`config.mk`:
```
export PLATFORM = sky130hd
export DESIGN_NAME = fpga_ps_loader
export DESIGN_NICKNAME = d
export VERILOG_FILES = /design/src/rtl/fpga_ps_loader.sv
export SDC_FILE = /design/constraint.sdc
export NUM_CORES = 1
export LEC_CHECK = 0
export BUFFER_PORTS_ARGS = -buffer_cell sky130_fd_sc_hd__buf_2
export CORE_MARGIN = 2
export CORE_UTILIZATION = 63
export CTS_BUF_LIST = sky130_fd_sc_hd__clkbuf_4
export CTS_CLUSTER_DIAMETER = 40
export DETAILED_ROUTE_END_ITERATION = 8
export MAX_ROUTING_LAYER = met4
export PLACE_DENSITY = 0.82
export SETUP_SLACK_MARGIN = 0.2
export SYNTH_ARGS = -nofsm -noshare
export SYNTH_HDL_FRONTEND = slang
export SYNTH_SLANG_ARGS = --single-unit
```
`constraint.sdc`:
```
create_clock -name clkin -period 2.6 [get_ports clkin]
set_input_delay 0.65 -clock clkin [delete_from_list [all_inputs] [get_ports clkin]]
set_output_delay 0.65 -clock clkin [all_outputs]
set_load 0.05 [all_outputs]
```
`src/rtl/fpga_ps_loader.sv`:
```
// Passive-serial configuration engine: serialises Z80-written bytes onto DCLK/DATA0
// LSB first, then issues the trailing init clocks and reports load status.
module fpga_ps_loader #(
    parameter int DIV      = 1,
    parameter int TMO_W    = 16,
    parameter int XTRA_CLK = 16
) (
    input  logic       clkin,
    input  logic       coldres_n,
    input  logic       config_n,
    input  logic       status_n,
    input  logic       conf_done,
    input  logic       init_done,
    input  logic       wr_stb,
    input  logic [7:0] wr_d,
    output logic       busy,
    output logic       dclk,
    output logic       data0,
    output logic       st_ready,
    output logic       st_done,
    output logic       st_err,
    output logic       st_ovr
);

    localparam logic [2:0] S_IDLE  = 3'd0;
    localparam logic [2:0] S_WAIT  = 3'd1;
    localparam logic [2:0] S_LOAD  = 3'd2;
    localparam logic [2:0] S_SHIFT = 3'd3;
    localparam logic [2:0] S_XCLK  = 3'd4;
    localparam logic [2:0] S_WINIT = 3'd5;
    localparam logic [2:0] S_DONE  = 3'd6;
    localparam logic [2:0] S_ERR   = 3'd7;

    localparam logic [3:0] DIV_M1  = 4'(DIV - 1);
    localparam logic [7:0] XTRA_M1 = 8'(XTRA_CLK - 1);

    logic [1:0] cfg_q, sts_q, cdn_q, idn_q;
    logic       config_n_s, status_n_s, conf_done_s, init_done_s;

    always_ff @(posedge clkin or negedge coldres_n) begin
        if (!coldres_n) begin
            cfg_q <= '0;
            sts_q <= '0;
            cdn_q <= '0;
            idn_q <= '0;
        end else begin
            cfg_q <= {cfg_q[0], config_n};
            sts_q <= {sts_q[0], status_n};
            cdn_q <= {cdn_q[0], conf_done};
            idn_q <= {idn_q[0], init_done};
        end
    end

    assign config_n_s  = cfg_q[1];
    assign status_n_s  = sts_q[1];
    assign conf_done_s = cdn_q[1];
    assign init_done_s = idn_q[1];

    logic [2:0]       state_q, state_d;
    logic [7:0]       buf_q, buf_d, shf_q, shf_d, xcnt_q, xcnt_d;
    logic             busy_q, busy_d, hi_q, hi_d, dclk_q, dclk_d, data0_q, data0_d;
    logic             ovr_q, ovr_d;
    logic [2:0]       bit_q, bit_d;
    logic [3:0]       ph_q, ph_d;
    logic [TMO_W-1:0] tmo_q, tmo_d;
    logic             ph_end, drain, discard;

    always_comb begin
        state_d = state_q;
        buf_d   = buf_q;
        busy_d  = busy_q;
        shf_d   = shf_q;
        bit_d   = bit_q;
        ph_d    = ph_q;
        hi_d    = hi_q;
        xcnt_d  = xcnt_q;
        tmo_d   = tmo_q;
        dclk_d  = dclk_q;
        data0_d = data0_q;
        ovr_d   = ovr_q;
        drain   = 1'b0;
        discard = 1'b0;
        ph_end  = (ph_q == DIV_M1);

        case (state_q)
            S_IDLE: begin
                dclk_d  = 1'b0;
                data0_d = 1'b1;
                if (config_n_s) begin
                    state_d = S_WAIT;
                    tmo_d   = '0;
                end
            end
            S_WAIT: begin
                tmo_d = tmo_q + 1'b1;
                if (status_n_s)  state_d = S_LOAD;
                else if (&tmo_q) state_d = S_ERR;
            end
            S_LOAD: begin
                ph_d  = '0;
                hi_d  = 1'b0;
                bit_d = '0;
                if (conf_done_s) begin
                    state_d = S_XCLK;
                    xcnt_d  = '0;
                    data0_d = 1'b1;
                    dclk_d  = 1'b0;
                    discard = 1'b1;
                end else if (busy_q) begin
                    state_d = S_SHIFT;
                    drain   = 1'b1;
                    shf_d   = buf_q;
                    data0_d = buf_q[0];
                    dclk_d  = 1'b0;
                end
            end
            S_SHIFT: begin
                if (!ph_end) begin
                    ph_d = ph_q + 1'b1;
                end else begin
                    ph_d = '0;
                    if (!hi_q) begin
                        hi_d   = 1'b1;
                        dclk_d = 1'b1;
                    end else begin
                        hi_d   = 1'b0;
                        dclk_d = 1'b0;
                        if (bit_q != 3'd7) begin
                            bit_d   = bit_q + 3'd1;
                            data0_d = shf_q[3'(bit_q + 3'd1)];
                        end else begin
                            bit_d = '0;
                            // End of byte: chain straight into the buffered byte with no gap.
                            if (conf_done_s) begin
                                state_d = S_XCLK;
                                xcnt_d  = '0;
                                data0_d = 1'b1;
                                discard = 1'b1;
                            end else if (busy_q) begin
                                drain   = 1'b1;
                                shf_d   = buf_q;
                                data0_d = buf_q[0];
                            end else begin
                                state_d = S_LOAD;
                                data0_d = 1'b1;
                            end
                        end
                    end
                end
            end
            S_XCLK: begin
                data0_d = 1'b1;
                if (!ph_end) begin
                    ph_d = ph_q + 1'b1;
                end else begin
                    ph_d = '0;
                    if (!hi_q) begin
                        hi_d   = 1'b1;
                        dclk_d = 1'b1;
                    end else begin
                        hi_d   = 1'b0;
                        dclk_d = 1'b0;
                        if (xcnt_q == XTRA_M1) state_d = S_WINIT;
                        else                   xcnt_d  = xcnt_q + 8'd1;
                    end
                end
            end
            S_WINIT: begin
                dclk_d = 1'b0;
                if (init_done_s) state_d = S_DONE;
            end
            default: begin
                dclk_d  = 1'b0;
                data0_d = 1'b1;
            end
        endcase

        // A write landing on the draining edge refills the buffer instead of overrunning.
        if (wr_stb && (state_q == S_LOAD || state_q == S_SHIFT)) begin
            if (!busy_q || drain) begin
                buf_d  = wr_d;
                busy_d = 1'b1;
            end else begin
                ovr_d = 1'b1;
            end
        end else if (drain) begin
            busy_d = 1'b0;
        end

        if (discard) begin
            busy_d = 1'b0;
            buf_d  = '0;
        end

        if (!status_n_s && (state_q == S_LOAD || state_q == S_SHIFT ||
                            state_q == S_XCLK || state_q == S_WINIT)) begin
            state_d = S_ERR;
            dclk_d  = 1'b0;
            data0_d = 1'b1;
            busy_d  = 1'b0;
            buf_d   = '0;
            ph_d    = '0;
            hi_d    = 1'b0;
            bit_d   = '0;
        end

        if (!config_n_s) begin
            state_d = S_IDLE;
            buf_d   = '0;
            busy_d  = 1'b0;
            shf_d   = '0;
            bit_d   = '0;
            ph_d    = '0;
            hi_d    = 1'b0;
            xcnt_d  = '0;
            tmo_d   = '0;
            ovr_d   = 1'b0;
            dclk_d  = 1'b0;
            data0_d = 1'b1;
        end
    end

    logic st_ready_q, st_done_q, st_err_q;

    always_ff @(posedge clkin or negedge coldres_n) begin
        if (!coldres_n) begin
            state_q    <= S_IDLE;
            buf_q      <= '0;
            busy_q     <= 1'b0;
            shf_q      <= '0;
            bit_q      <= '0;
            ph_q       <= '0;
            hi_q       <= 1'b0;
            xcnt_q     <= '0;
            tmo_q      <= '0;
            dclk_q     <= 1'b0;
            data0_q    <= 1'b1;
            ovr_q      <= 1'b0;
            st_ready_q <= 1'b0;
            st_done_q  <= 1'b0;
            st_err_q   <= 1'b0;
        end else begin
            state_q    <= state_d;
            buf_q      <= buf_d;
            busy_q     <= busy_d;
            shf_q      <= shf_d;
            bit_q      <= bit_d;
            ph_q       <= ph_d;
            hi_q       <= hi_d;
            xcnt_q     <= xcnt_d;
            tmo_q      <= tmo_d;
            dclk_q     <= dclk_d;
            data0_q    <= data0_d;
            ovr_q      <= ovr_d;
            st_ready_q <= (state_d == S_LOAD);
            st_done_q  <= (state_d == S_DONE);
            st_err_q   <= (state_d == S_ERR);
        end
    end

    assign busy     = busy_q;
    assign dclk     = dclk_q;
    assign data0    = data0_q;
    assign st_ready = st_ready_q;
    assign st_done  = st_done_q;
    assign st_err   = st_err_q;
    assign st_ovr   = ovr_q;

endmodule

```
==> impl_results.html <==
<table>
<tr><th>Metric</th><th>Value</th></tr>
<tr><th colspan="2">Detailed routing</th></tr>
<tr><td>Number of antenna-violating nets in the routed design</td><td>0</td></tr>
<tr><td>Pre-antenna DRT Iters</td><td>5</td></tr>
<tr><td>Via count</td><td>2746</td></tr>
<tr><td>Initial DRC count</td><td>234</td></tr>
<tr><td>Average wire length per cell after detail routing</td><td>15.4 microns</td></tr>
<tr><td>DRC</td><td>0</td></tr>
<tr><td>Overall routed net length</td><td>6900 microns</td></tr>
<tr><td>Via-per-instance ratio</td><td>6.12</td></tr>
<tr><th colspan="2">Global route</th></tr>
<tr><td>Via count of the first global-routing pass</td><td>2675</td></tr>
<tr><td>First-pass GRT wire length</td><td>11800 microns</td></tr>
<tr><td>Number of antenna violations at the first check in global routing</td><td>0</td></tr>
<tr><td>Largest net degree at the start of global routing</td><td>67</td></tr>
<tr><td>Total congestion overflow after global routing</td><td>0</td></tr>
<tr><td>Overall global routing resource usage</td><td>0.257</td></tr>
<tr><th colspan="2">Layout</th></tr>
<tr><td>Final cell area excluding filler cells</td><td>3670 sq um</td></tr>
<tr><td>Area Growth Syn to Fin</td><td>8.63%</td></tr>
<tr><td>Antenna Diode Count</td><td>0</td></tr>
<tr><td>Number of nets in the final layout</td><td>396</td></tr>
<tr><td>Final cell count without fillers</td><td>449</td></tr>
<tr><td>Share of layout cells above drive strength 1</td><td>0.153</td></tr>
<tr><th colspan="2">Synth</th></tr>
<tr><td>Synthesized netlist cell count</td><td>352</td></tr>
<tr><td>Count of distinct cell types in the synthesized netlist</td><td>59</td></tr>
<tr><td>Synth area leaders</td><td>sky130_fd_sc_hd__dfrtp_1 (48%), sky130_fd_sc_hd__nand2_1 (5.1%), sky130_fd_sc_hd__o21ai_0 (4.6%)</td></tr>
<tr><td>Most used flip-flop cell after synthesis</td><td>sky130_fd_sc_hd__dfrtp_1</td></tr>
<tr><td>Share of flip-flops with an asynchronous set or reset</td><td>1.00</td></tr>
<tr><td>Ranking of synthesized cells by instance count</td><td>sky130_fd_sc_hd__dfrtp_1 (65), sky130_fd_sc_hd__nand2_1 (46), sky130_fd_sc_hd__o21ai_0 (31)</td></tr>
<tr><td>Yosys top cell by area</td><td>sky130_fd_sc_hd__dfrtp_1</td></tr>
<tr><td>Number of synthesis warnings</td><td>0</td></tr>
<tr><td>Synthesized area per cell</td><td>9.59 sq um</td></tr>
<tr><td>Number of storage elements in the synthesis netlist</td><td>66</td></tr>
<tr><td>Most common cell in the netlist</td><td>sky130_fd_sc_hd__dfrtp_1</td></tr>
<tr><td>Post-synth top area share</td><td>0.482</td></tr>
<tr><td>Summed instance area of the synthesized netlist</td><td>3380 sq um</td></tr>
<tr><td>Post-synth EDFFs</td><td>0</td></tr>
<tr><td>Net count of the mapped netlist</td><td>373</td></tr>
<tr><td>Seq/Total Area, Yosys</td><td>0.489</td></tr>
<tr><th colspan="2">Floorplanning</th></tr>
<tr><td>Placement row count</td><td>26</td></tr>
<tr><td>Starting utilization of the core area</td><td>0.657</td></tr>
<tr><td>Top-Level Pins</td><td>22</td></tr>
<tr><td>Core box area</td><td>5140 sq um</td></tr>
<tr><td>Die X</td><td>77.2 microns</td></tr>
<tr><td>Total die area</td><td>5960 sq um</td></tr>
<tr><td>Die outline height</td><td>77.2 microns</td></tr>
<tr><th colspan="2">Power and ir drop</th></tr>
<tr><td>Static leakage</td><td>1.62 nW</td></tr>
<tr><td>Switching share of power</td><td>0.264</td></tr>
<tr><td>Power Internal</td><td>1.41 mW</td></tr>
<tr><td>Power per Cell Area</td><td>521 nW/um^2</td></tr>
<tr><td>Logic pwr share</td><td>0.108</td></tr>
<tr><td>Clk network pwr share</td><td>0.328</td></tr>
<tr><td>VDD IR max</td><td>393 uV</td></tr>
<tr><td>Total Power</td><td>1.91 mW</td></tr>
<tr><td>Share of total power in sequential cells</td><td>0.564</td></tr>
<tr><td>Switching power</td><td>503 uW</td></tr>
<tr><th colspan="2">Placed design</th></tr>
<tr><td>Buffers added on ports</td><td>21</td></tr>
<tr><td>Total placed cells including tap cells</td><td>434</td></tr>
<tr><td>Area of placed instances</td><td>3550 sq um</td></tr>
<tr><td>Placed wire-length estimate</td><td>4740 microns</td></tr>
<tr><td>Placer Congestion</td><td>0.910</td></tr>
<tr><th colspan="2">Setup path</th></tr>
<tr><td>Largest driver fanout on the critical path</td><td>8</td></tr>
<tr><td>Worst-path cell with the longest stage delay</td><td>sky130_fd_sc_hd__o21ai_1</td></tr>
<tr><td>Crit path kind</td><td>reg -&gt; reg</td></tr>
<tr><td>Element type at the critical path end</td><td>flip-flop</td></tr>
<tr><td>Worst path required time</td><td>2.94 ns</td></tr>
<tr><td>Type of element launching the critical path</td><td>flip-flop</td></tr>
<tr><td>Worst stage delay on the critical path</td><td>0.56 ns</td></tr>
<tr><td>Series of cell instances along the critical path</td><td>ha_1, ha_1, a21boi_1, o21ai_1, nand3_1, a21oi_1</td></tr>
<tr><td>Cell repeated most along the worst path</td><td>sky130_fd_sc_hd__ha_1</td></tr>
<tr><td>Critical path data arrival time</td><td>2.44 ns</td></tr>
<tr><th colspan="2">Clock network</th></tr>
<tr><td>Post-CTS resize count</td><td>0</td></tr>
<tr><td>Clock buffers created by TritonCTS</td><td>9</td></tr>
<tr><td>Htree depth</td><td>3</td></tr>
<tr><td>Root Buffer</td><td>sky130_fd_sc_hd__clkbuf_4</td></tr>
<tr><td>TritonCTS clock tree</td><td>built</td></tr>
<tr><td>Clock-pin slew reported for the worst setup and hold paths after clock tree synthesis</td><td>0.10 ns</td></tr>
<tr><td>Number of sinks handled by clock tree synthesis</td><td>66</td></tr>
<tr><td>Post-CTS Setup Bufs</td><td>0</td></tr>
<tr><td>Clock network latency to the later pin of the worst-skew pair</td><td>0.41 ns</td></tr>
<tr><td>Deepest clock path buffer count</td><td>2</td></tr>
<tr><td>Total of hold buffers inserted after clock tree synthesis</td><td>0</td></tr>
<tr><th colspan="2">STA</th></tr>
<tr><td>Post-route setup TNS</td><td>0 ns</td></tr>
<tr><td>Final Max Slew Viols</td><td>0</td></tr>
<tr><td>Transition at the pin with the smallest max-transition slack</td><td>0.672 ns</td></tr>
<tr><td>Portion of the clock cycle consumed by the worst path in the final layout</td><td>0.808</td></tr>
<tr><td>Time the worst path needs with I/O delays and setup</td><td>2.10 ns</td></tr>
<tr><td>Relative max-transition margin</td><td>0.549</td></tr>
<tr><td>Maximum operating frequency</td><td>476 MHz</td></tr>
<tr><td>RSZ-0062 raised after global routing</td><td>no</td></tr>
<tr><td>Hold Violations, Final</td><td>0</td></tr>
<tr><td>Final setup fails</td><td>0</td></tr>
<tr><td>Clock skew after layout</td><td>0.00822 ns</td></tr>
<tr><th colspan="2">Run</th></tr>
<tr><td>Max-cap violation count</td><td>0</td></tr>
<tr><th colspan="2">Outcome</th></tr>
<tr><td>Result of the run</td><td>finished, final reports clean</td></tr>
<tr><th colspan="2">Hold path</th></tr>
<tr><td>Min-Delay Path Class</td><td>in -&gt; async</td></tr>
</table>
[layout by cell type, fill, tap and decap left out, types with 6 or more instances in the layout]
cell / netlist / final
sky130_fd_sc_hd__and3_1: 8 / 8
sky130_fd_sc_hd__dfrtp_1: 65 / 65
sky130_fd_sc_hd__a31oi_1: 6 / 6
sky130_fd_sc_hd__clkbuf_4: 0 / 10
sky130_fd_sc_hd__xor2_1: 8 / 8
sky130_fd_sc_hd__buf_2: 7 / 21
sky130_fd_sc_hd__nor2_1: 14 / 14
sky130_fd_sc_hd__ha_1: 6 / 6
sky130_fd_sc_hd__o21ai_1: 28 / 28
sky130_fd_sc_hd__o21ai_0: 31 / 31
sky130_fd_sc_hd__nor3_1: 8 / 8
sky130_fd_sc_hd__nand2_1: 46 / 46
sky130_fd_sc_hd__nand4_1: 7 / 7
sky130_fd_sc_hd__nand3_1: 17 / 17
sky130_fd_sc_hd__a21oi_1: 16 / 16
sky130_fd_sc_hd__inv_1: 9 / 9
[registers in the layout, indices dropped and copies added, names as in the netlist, 3 cells and up]
name     cells
buf_q        8
state_q      3
shf_q        8
xcnt_q       8
ph_q         4
tmo_q       16
bit_q        3
[final cells by class]
class | count | area (sq um)
inverter | 10 | 37.5
tap | 70 | 87.6
timing repair buffer | 26 | 155
clock inverter | 5 | 46.3
clock buffer | 10 | 75.1
sequential | 66 | 1650
multi-input combinational | 262 | 1610
fill | 404 | 1470
[cell families after synthesis]
group                    share of synthesized area
multiplexers                                0.0300
AND/OR/NAND/NOR                              0.209
buffers and inverters                       0.0326
AO/OA/AOI/OAI                                0.194
flip-flops                                   0.489
XOR/XNOR                                    0.0233
adder cells (fa/ha/maj)                     0.0222
[path summary, 6_finish.rpt]
kind	from	endpoint	slack, ns	depth (start not counted)
min in group clkin	config_n	cfg_q[0]$_DFF_PN0_	0.35	1
max in group asynchronous	coldres_n	data0$_DFFE_PN1P_	2.03	2
worst max-delay path	bit_q[0]$_DFFE_PN0P_	buf_q[5]$_DFFE_PN0P_	0.50	6
worst min register to register	cfg_q[0]$_DFF_PN0_	cfg_q[1]$_DFF_PN0_	0.36	0
worst max register to register	bit_q[0]$_DFFE_PN0P_	buf_q[5]$_DFFE_PN0P_	0.50	6
worst min-delay path	coldres_n	xcnt_q[3]$_DFFE_PN0P_	0.24	2
[power by group through the flow]
stage / Combinational, mW / Clock, mW / Sequential, mW
after floorplan: 0.141 / 0 / 1.09
after global placement: 0.200 / 0 / 1.10
after detailed placement: 0.206 / 0 / 1.10
after CTS: 0.206 / 0.639 / 1.08
after global routing: 0.227 / 0.677 / 1.08
final: 0.205 / 0.627 / 1.08
[per-layer routing]
metal	GRT usage	part of all wire	wire, microns	up-vias
met5	-	0	0	-
met2	0.391	0.47	3230	86
li1	-	-	-	1333
met1	0.337	0.46	3180	1311
met3	0.0447	0.053	366	16
met4	0.123	0.018	125	0
[per-stage QoR]
step           hold WS (ns)  utilization  worst slack, ns
2_1_floorplan         0.331            -            0.671
3_3_place_gp          0.332        0.690            0.595
3_5_place_dp          0.341        0.690            0.527
4_1_cts               0.247        0.714            0.501
5_1_grt               0.260        0.714            0.346
6_report              0.242        0.714            0.500
[critical path, delay by kind of cell, from the launching register on]
family	cells	cell delay, ns
AOI/OAI and AO/OA	3	0.87
adders and majority gates	2	0.50
DFF	1	0.48
and+or+nand+nor	1	0.17
Note: power is estimated with default switching activity, not from simulation.
